File: src/rtl/id_stage.sv
// RV32I decode stage: decodes the IF instruction, detects load-use hazards,
// and holds the ID/EX register presented to EX one cycle after accept.
module id_stage #(
  parameter logic [31:0] RESET_VEC_ID = 32'h0000_0000
) (
  input  logic        clk,
  input  logic        reset,
  input  logic        valid_in,
  output logic        ready_out,
  input  logic [31:0] PC_IF,
  input  logic [31:0] IR_IF,
  input  logic [1:0]  imem_axi_rresp_IF,
  output logic [4:0]  rs1_addr,
  output logic [4:0]  rs2_addr,
  input  logic [31:0] rs1_data,
  input  logic [31:0] rs2_data,
  input  logic        load_EX,
  input  logic [4:0]  rd_EX,
  input  logic        jump_mpred_EX,
  output logic        valid_out,
  input  logic        ready_in,
  output logic [31:0] PC_ID,
  output logic [31:0] IR_ID,
  output logic [31:0] imm_ID,
  output logic [31:0] rs1_data_ID,
  output logic [31:0] rs2_data_ID,
  output logic [4:0]  rd_ID,
  output logic [3:0]  alu_op_ID,
  output logic [1:0]  src1_sel_ID,
  output logic        src2_sel_ID,
  output logic        mem_rd_ID,
  output logic        mem_wr_ID,
  output logic [2:0]  mem_size_ID,
  output logic        branch_ID,
  output logic        jump_ID,
  output logic [2:0]  br_cond_ID,
  output logic        exc_ID,
  output logic [3:0]  exc_cause_ID
);

  localparam logic [6:0] OPC_LUI    = 7'b0110111;
  localparam logic [6:0] OPC_AUIPC  = 7'b0010111;
  localparam logic [6:0] OPC_JAL    = 7'b1101111;
  localparam logic [6:0] OPC_JALR   = 7'b1100111;
  localparam logic [6:0] OPC_BRANCH = 7'b1100011;
  localparam logic [6:0] OPC_LOAD   = 7'b0000011;
  localparam logic [6:0] OPC_STORE  = 7'b0100011;
  localparam logic [6:0] OPC_OPIMM  = 7'b0010011;
  localparam logic [6:0] OPC_OP     = 7'b0110011;
  localparam logic [6:0] OPC_FENCE  = 7'b0001111;
  localparam logic [6:0] OPC_SYSTEM = 7'b1110011;

  typedef struct packed {
    logic [31:0] pc;
    logic [31:0] ir;
    logic [31:0] imm;
    logic [31:0] rs1_data;
    logic [31:0] rs2_data;
    logic [4:0]  rd;
    logic [3:0]  alu_op;
    logic [1:0]  src1_sel;
    logic        src2_sel;
    logic        mem_rd;
    logic        mem_wr;
    logic [2:0]  mem_size;
    logic        branch;
    logic        jump;
    logic [2:0]  br_cond;
    logic        exc;
    logic [3:0]  exc_cause;
  } idex_t;

  logic [6:0]  opcode;
  logic [2:0]  funct3;
  logic [6:0]  funct7;
  logic [31:0] imm_i, imm_s, imm_b, imm_u, imm_j;
  logic        illegal, is_ecall, is_ebreak;
  logic        rs1_used, rs2_used;
  logic        hazard, accept;
  idex_t       dec;
  idex_t       payload_d, payload_q;
  logic        valid_d, valid_q;

  assign opcode   = IR_IF[6:0];
  assign funct3   = IR_IF[14:12];
  assign funct7   = IR_IF[31:25];
  assign rs1_addr = IR_IF[19:15];
  assign rs2_addr = IR_IF[24:20];

  assign imm_i = {{20{IR_IF[31]}}, IR_IF[31:20]};
  assign imm_s = {{20{IR_IF[31]}}, IR_IF[31:25], IR_IF[11:7]};
  assign imm_b = {{19{IR_IF[31]}}, IR_IF[31], IR_IF[7], IR_IF[30:25], IR_IF[11:8], 1'b0};
  assign imm_u = {IR_IF[31:12], 12'b0};
  assign imm_j = {{11{IR_IF[31]}}, IR_IF[31], IR_IF[19:12], IR_IF[20], IR_IF[30:21], 1'b0};

  always_comb begin
    dec       = '0;
    illegal   = 1'b0;
    is_ecall  = 1'b0;
    is_ebreak = 1'b0;
    rs1_used  = 1'b0;
    rs2_used  = 1'b0;
    dec.pc       = PC_IF;
    dec.ir       = IR_IF;
    dec.rs1_data = (rs1_addr == 5'd0) ? 32'd0 : rs1_data;
    dec.rs2_data = (rs2_addr == 5'd0) ? 32'd0 : rs2_data;
    case (opcode)
      OPC_LUI: begin
        dec.rd = IR_IF[11:7]; dec.imm = imm_u; dec.src1_sel = 2'd2; dec.src2_sel = 1'b1;
      end
      OPC_AUIPC: begin
        dec.rd = IR_IF[11:7]; dec.imm = imm_u; dec.src1_sel = 2'd1; dec.src2_sel = 1'b1;
      end
      OPC_JAL: begin
        dec.rd = IR_IF[11:7]; dec.imm = imm_j; dec.src1_sel = 2'd1; dec.src2_sel = 1'b1;
        dec.jump = 1'b1;
      end
      OPC_JALR: begin
        dec.rd = IR_IF[11:7]; dec.imm = imm_i; dec.src2_sel = 1'b1; dec.jump = 1'b1;
        rs1_used = 1'b1;
      end
      OPC_BRANCH: begin
        dec.imm = imm_b; dec.branch = 1'b1; dec.br_cond = funct3;
        rs1_used = 1'b1; rs2_used = 1'b1;
        illegal = (funct3[2:1] == 2'b01);
      end
      OPC_LOAD: begin
        dec.rd = IR_IF[11:7]; dec.imm = imm_i; dec.src2_sel = 1'b1;
        dec.mem_rd = 1'b1; dec.mem_size = funct3; rs1_used = 1'b1;
        illegal = !(funct3 inside {3'b000, 3'b001, 3'b010, 3'b100, 3'b101});
      end
      OPC_STORE: begin
        dec.imm = imm_s; dec.src2_sel = 1'b1; dec.mem_wr = 1'b1; dec.mem_size = funct3;
        rs1_used = 1'b1; rs2_used = 1'b1;
        illegal = (funct3 > 3'b010);
      end
      OPC_OPIMM: begin
        // only the shift-right immediate carries the arithmetic bit in IR[30]
        dec.rd = IR_IF[11:7]; dec.imm = imm_i; dec.src2_sel = 1'b1;
        dec.alu_op = {(funct3 == 3'b101) & IR_IF[30], funct3};
        rs1_used = 1'b1;
      end
      OPC_OP: begin
        dec.rd = IR_IF[11:7]; dec.alu_op = {IR_IF[30], funct3};
        rs1_used = 1'b1; rs2_used = 1'b1;
        illegal = !((funct7 == 7'b0000000) ||
                    ((funct7 == 7'b0100000) && ((funct3 == 3'b000) || (funct3 == 3'b101))));
      end
      OPC_FENCE: ;
      OPC_SYSTEM: begin
        if (IR_IF == 32'h0000_0073)      is_ecall  = 1'b1;
        else if (IR_IF == 32'h0010_0073) is_ebreak = 1'b1;
        else                             illegal   = 1'b1;
      end
      default: illegal = 1'b1;
    endcase

    if (imem_axi_rresp_IF != 2'b00) begin
      dec.exc = 1'b1; dec.exc_cause = 4'd1;
    end else if (illegal) begin
      dec.exc = 1'b1; dec.exc_cause = 4'd2;
    end else if (is_ebreak) begin
      dec.exc = 1'b1; dec.exc_cause = 4'd3;
    end else if (is_ecall) begin
      dec.exc = 1'b1; dec.exc_cause = 4'd11;
    end
    if (dec.exc) begin
      dec.rd = 5'd0; dec.mem_rd = 1'b0; dec.mem_wr = 1'b0;
      dec.branch = 1'b0; dec.jump = 1'b0;
    end
  end

  assign hazard = valid_in && load_EX && (rd_EX != 5'd0) &&
                  ((rs1_used && (rd_EX == rs1_addr)) || (rs2_used && (rd_EX == rs2_addr)));
  assign ready_out = (!valid_q || ready_in) && !hazard;
  assign accept    = valid_in && ready_out;

  always_comb begin
    valid_d   = valid_q;
    payload_d = payload_q;
    if (jump_mpred_EX) begin
      valid_d   = 1'b0;
      payload_d = '0;
    end else if (accept) begin
      valid_d   = 1'b1;
      payload_d = dec;
    end else if (valid_q && ready_in) begin
      valid_d   = 1'b0;
      payload_d = '0;
    end
  end

  always_ff @(posedge clk or posedge reset) begin
    if (reset) begin
      valid_q        <= 1'b0;
      payload_q      <= '0;
      payload_q.pc   <= RESET_VEC_ID;
    end else begin
      valid_q   <= valid_d;
      payload_q <= payload_d;
    end
  end

  assign valid_out    = valid_q && !jump_mpred_EX;
  assign PC_ID        = payload_q.pc;
  assign IR_ID        = payload_q.ir;
  assign imm_ID       = payload_q.imm;
  assign rs1_data_ID  = payload_q.rs1_data;
  assign rs2_data_ID  = payload_q.rs2_data;
  assign rd_ID        = payload_q.rd;
  assign alu_op_ID    = payload_q.alu_op;
  assign src1_sel_ID  = payload_q.src1_sel;
  assign src2_sel_ID  = payload_q.src2_sel;
  assign mem_rd_ID    = payload_q.mem_rd;
  assign mem_wr_ID    = payload_q.mem_wr;
  assign mem_size_ID  = payload_q.mem_size;
  assign branch_ID    = payload_q.branch;
  assign jump_ID      = payload_q.jump;
  assign br_cond_ID   = payload_q.br_cond;
  assign exc_ID       = payload_q.exc;
  assign exc_cause_ID = payload_q.exc_cause;

endmodule
File: config.mk
export PLATFORM = sky130hd
export DESIGN_NAME = id_stage
export DESIGN_NICKNAME = d
export VERILOG_FILES = /design/src/rtl/id_stage.sv
export SDC_FILE = /design/constraint.sdc
export NUM_CORES = 1
export LEC_CHECK = 0
export ABC_CLOCK_PERIOD_IN_PS = 6900
export CAP_MARGIN = 20
export CORE_MARGIN = 8
export CORE_UTILIZATION = 23
export CTS_CLUSTER_DIAMETER = 200
export CTS_CLUSTER_SIZE = 10
export DETAILED_ROUTE_END_ITERATION = 10
export PLACE_DENSITY = 0.53
export SKIP_LAST_GASP = 1
export SLEW_MARGIN = 30
export SYNTH_ARGS = -nofsm -noshare
export SYNTH_HDL_FRONTEND = slang
export SYNTH_SLANG_ARGS = --single-unit
File: constraint.sdc
create_clock -name clk -period 6.9 [get_ports clk]
set_clock_uncertainty 0.05 [all_clocks]
set_input_delay 1.035 -clock clk [delete_from_list [all_inputs] [get_ports clk]]
set_output_delay 1.035 -clock clk [all_outputs]
set_load 0.005 [all_outputs]
==> implementation parameters <==
Parameter                              Value

Setup path
  Critical path class ... in2out
  Crit path arrival time ... 3.38 ns
  Kind of start point of the critical path ... primary input
  Flop2flop setup slack ... 4.32 ns
  Critical Path Sink Type ... output pin
  FF-to-FF path depth ... 5
  Data required time of the worst path ... 5.81 ns
  Peak fanout along the critical path ... 18
  CP Capture Point ... ready_out
  Endpoint of the lowest-slack register-to-register path ... PC_ID[11]
  Reg2Reg Launch Point ... valid_q
  Source of the critical timing path ... IR_IF[5]

Clock tree
  Number of buffers inserted by hold repair at cts ... 0
  Count of H-tree levels built during CTS ... 4
  Source-to-sink clock delay at the later pin of the worst-skew pair ... 0.44 ns
  Total clock buffers created by CTS ... 17
  Number of gates given a new drive strength after cts ... 0
  Clock tree root buffer cell ... sky130_fd_sc_hd__clkbuf_16
  Buffers inserted during post-CTS setup optimization ... 0
  Clock tree from TritonCTS ... done
  Clock transition at path regs ... 0.07 ns
  TritonCTS Sinks ... 187
  Max clock buf depth ... 2

Floorplan
  Count of boundary I/O pins ... 340
  Number of rows created at floorplan ... 67
  Vertical die dimension ... 201 µm
  Die span in x ... 201 µm
  Area of the core ... 0.0336 mm²
  Overall die area ... 0.0404 mm²
  Starting Density ... 23.4%

Timing
  Unrepaired setup endpoints after global routing ... false
  Time the worst path needs with I/O delays and setup ... 4.46 ns
  Worst slew margin ... 42.4%
  Worst-case hold slack ... 0.440 ns
  Slew of the pin with the lowest slew margin ... 0.864 ns
  Final setup TNS ... 0 ns
  Highest clock rate ... 224 MHz
  Final hold violation count ... 0
  Count of endpoints failing setup in the final report ... 0
  Final Max Slew Viols ... 0
  Final Cycle Share ... 64.7%

Synthesis
  Post-synth EDFFs ... 0
  Async SR Flop Fraction ... 100%
  Post-Synthesis Cell Area ... 0.00786 mm²
  Sequential share of the synthesized area ... 59.5%
  Synthesized area divided by synthesized cell count ... 13.0 µm²
  Post-Synthesis Cells ... 605
  Post-Syn Nets ... 746
  Ys flop type ... sky130_fd_sc_hd__dfrtp_1
  Warnings from Yosys ... 0
  Count of cell types in the netlist ... 52
  Number of storage elements in the synthesis netlist ... 187

Final layout
  Final cell count without fillers ... 1366
  Proportion of layout cells with a drive suffix above 1 ... 5.57%
  Cell area after layout ... 0.0120 mm²
  Number of fill cells in the layout ... 3312
  # nets final ... 1044
  Fin util ... 35.8%
  Synth-to-Final Area Change ... 53.1%

GRT
  First-pass GRT wire length ... 47000 µm
  Via count of the first global-routing pass ... 6767
  Antenna violations before repair ... 1
  Overall overflow remaining after global route ... 0
  Pin count of the biggest net entering global routing ... 85
  All-Layer GR Usage ... 15.2%

Power and ir drop
  Power density of the placed cells ... 211 mW/mm²
  Worst ir drop on vdd ... 0.176 mV
  Static Leakage ... 4.90 nW

Detailed routing
  Met2 Routed Length ... 15100 µm
  Routed length on met3 ... 2080 µm
  Final routed wirelength across all metal layers ... 31300 µm
  Number of detailed-routing iterations run before antenna repair ... 4
  Antenna Violating Nets Remaining ... 0
  Top routing layer in use ... met4
  Routed via count ... 6520
  Via count normalized by instance count ... 4.77
  Drt initial violations ... 292
  Metal-1 WL ... 13400 µm
  Per-cell routed wire length ... 22.9 µm
  Number of DRC violations after detailed routing ... 0

Min path
  Path type of the worst min-delay path ... reg2reg

Placement
  Cell area reported after detailed placement ... 0.0115 mm²
  Weighted congestion reported at the end of routability-driven placement ... 0.796
  Placed Cells incl. Taps ... 1332
  Final HPWL DP ... 22800 µm
  Count of port buffers added during placement ... 338

Job
  Number of maximum-capacitance violations ... 0

Status
  Result of the run ... complete, no violations
==> how the worst min path moves through the flow <==
stage                    startpoint  slack [ns]               to  depth (start not counted)
finish                    imm_ID[9]        0.44        imm_ID[9]                          1
detailed placement       imm_ID[11]        0.42       imm_ID[11]                          1
global route        rs2_data_ID[17]        0.45  rs2_data_ID[17]                          1
floorplan              alu_op_ID[3]        0.43     alu_op_ID[3]                          1
global placement         imm_ID[30]        0.42       imm_ID[30]                          1
CTS                      imm_ID[15]        0.44       imm_ID[15]                          1
==> final cells by class <==
type                    count  area [µm²]  share of cell area [%]
clock inverters            13         116                   0.967
diodes                      2        5.00                  0.0416
clock buffers              19         433                    3.60
repair buffers            348        3480                    28.9
well taps                 448         561                    4.66
flip-flops and latches    187        4680                    38.9
inverters                   6        30.0                   0.249
multi-input cells         343        2730                    22.7
==> metal layers <==
metal / vias up / track usage [%]
li1: 2960 / -
met5: - / 0
met3: 30 / 4.92
met4: 0 / 5.28
met2: 205 / 24.9
met1: 3325 / 18.6
==> per-stage QoR <==
stage / total power, W / worst slack, ns
4_1_cts: 0.00259 / 2.41
6_report: 0.00254 / 2.44
5_1_grt: 0.00265 / 2.30
3_5_place_dp: 0.00161 / 2.34
2_1_floorplan: 0.00136 / 0.730
3_3_place_gp: 0.00160 / 2.34
==> power breakdown <==
group          switching (W)  total (W)  internal, W
clock               0.000460   0.000960     0.000500
sequential         0.0000275    0.00117      0.00115
combinational       0.000186   0.000405     0.000219
total               0.000673    0.00254      0.00187
==> cells in the final DEF, fill, tap and decap left out, types with 6 or more instances in the layout <==
cell type and instances:
sky130_fd_sc_hd__a21oi_1 28, sky130_fd_sc_hd__a22o_1 98, sky130_fd_sc_hd__a32o_1 50, sky130_fd_sc_hd__buf_4 7, sky130_fd_sc_hd__clkbuf_16 17, sky130_fd_sc_hd__clkdlybuf4s50_1 338, sky130_fd_sc_hd__dfrtp_1 187, sky130_fd_sc_hd__nand2_1 11
sky130_fd_sc_hd__nand4_1 10, sky130_fd_sc_hd__nor2_1 17, sky130_fd_sc_hd__nor2b_1 6, sky130_fd_sc_hd__o2bb2ai_1 35, sky130_fd_sc_hd__xnor2_1 10
==> cell families after synthesis <==
family                    share of synthesized area (%)
DFF                                                59.5
AOI/OAI and AO/OA                                  26.7
and+or+nand+nor                                    6.25
muxes                                             0.127
other                                            0.0477
buffers and inverters                              6.13
xor gates and xnor gates                           1.23
==> cell usage after synthesis, types with 4 or more instances <==
cell type	count	share of area, %
sky130_fd_sc_hd__dfrtp_1	187	60
sky130_fd_sc_hd__a22o_1	98	11
sky130_fd_sc_hd__a32o_1	50	6.4
sky130_fd_sc_hd__o2bb2ai_1	35	3.9
sky130_fd_sc_hd__a21oi_1	29	1.8
sky130_fd_sc_hd__buf_4	23	2.2
sky130_fd_sc_hd__buf_2	19	1.2
sky130_fd_sc_hd__nor2_1	17	0.81
sky130_fd_sc_hd__buf_6	12	1.7
sky130_fd_sc_hd__clkbuf_1	12	0.57
sky130_fd_sc_hd__nand2_1	11	0.53
sky130_fd_sc_hd__nand4_1	10	0.80
sky130_fd_sc_hd__xnor2_1	10	1.1
sky130_fd_sc_hd__nor2b_1	6	0.48
sky130_fd_sc_hd__a22oi_1	5	0.48
sky130_fd_sc_hd__and3b_1	5	0.56
sky130_fd_sc_hd__inv_1	5	0.24
sky130_fd_sc_hd__nor3_1	5	0.32
sky130_fd_sc_hd__nor4_1	5	0.40
sky130_fd_sc_hd__and2_1	4	0.32
sky130_fd_sc_hd__nand2b_1	4	0.32
sky130_fd_sc_hd__nor3b_1	4	0.38
sky130_fd_sc_hd__o211ai_1	4	0.38
sky130_fd_sc_hd__o32ai_1	4	0.45
==> worst max-delay path: stages <==
cell and delay (ns):
sky130_fd_sc_hd__clkdlybuf4s50_1 0.77, sky130_fd_sc_hd__and3b_1 0.41, sky130_fd_sc_hd__o211ai_1 0.27, sky130_fd_sc_hd__o32ai_4 0.17, sky130_fd_sc_hd__a21oi_1 0.15, sky130_fd_sc_hd__clkdlybuf4s50_1 0.55
==> state kept, by name, indices dropped and copies added, names as in the netlist, 2 cells and up <==
| register | flops |
|---|---|
| IR_ID | 32 |
| PC_ID | 32 |
| alu_op_ID | 4 |
| br_cond_ID | 3 |
| exc_cause_ID | 3 |
| imm_ID | 32 |
| mem_size_ID | 3 |
| rd_ID | 5 |
| rs1_data_ID | 32 |
| rs2_data_ID | 32 |
| src1_sel_ID | 2 |
Note: power is estimated with default switching activity, not from simulation.
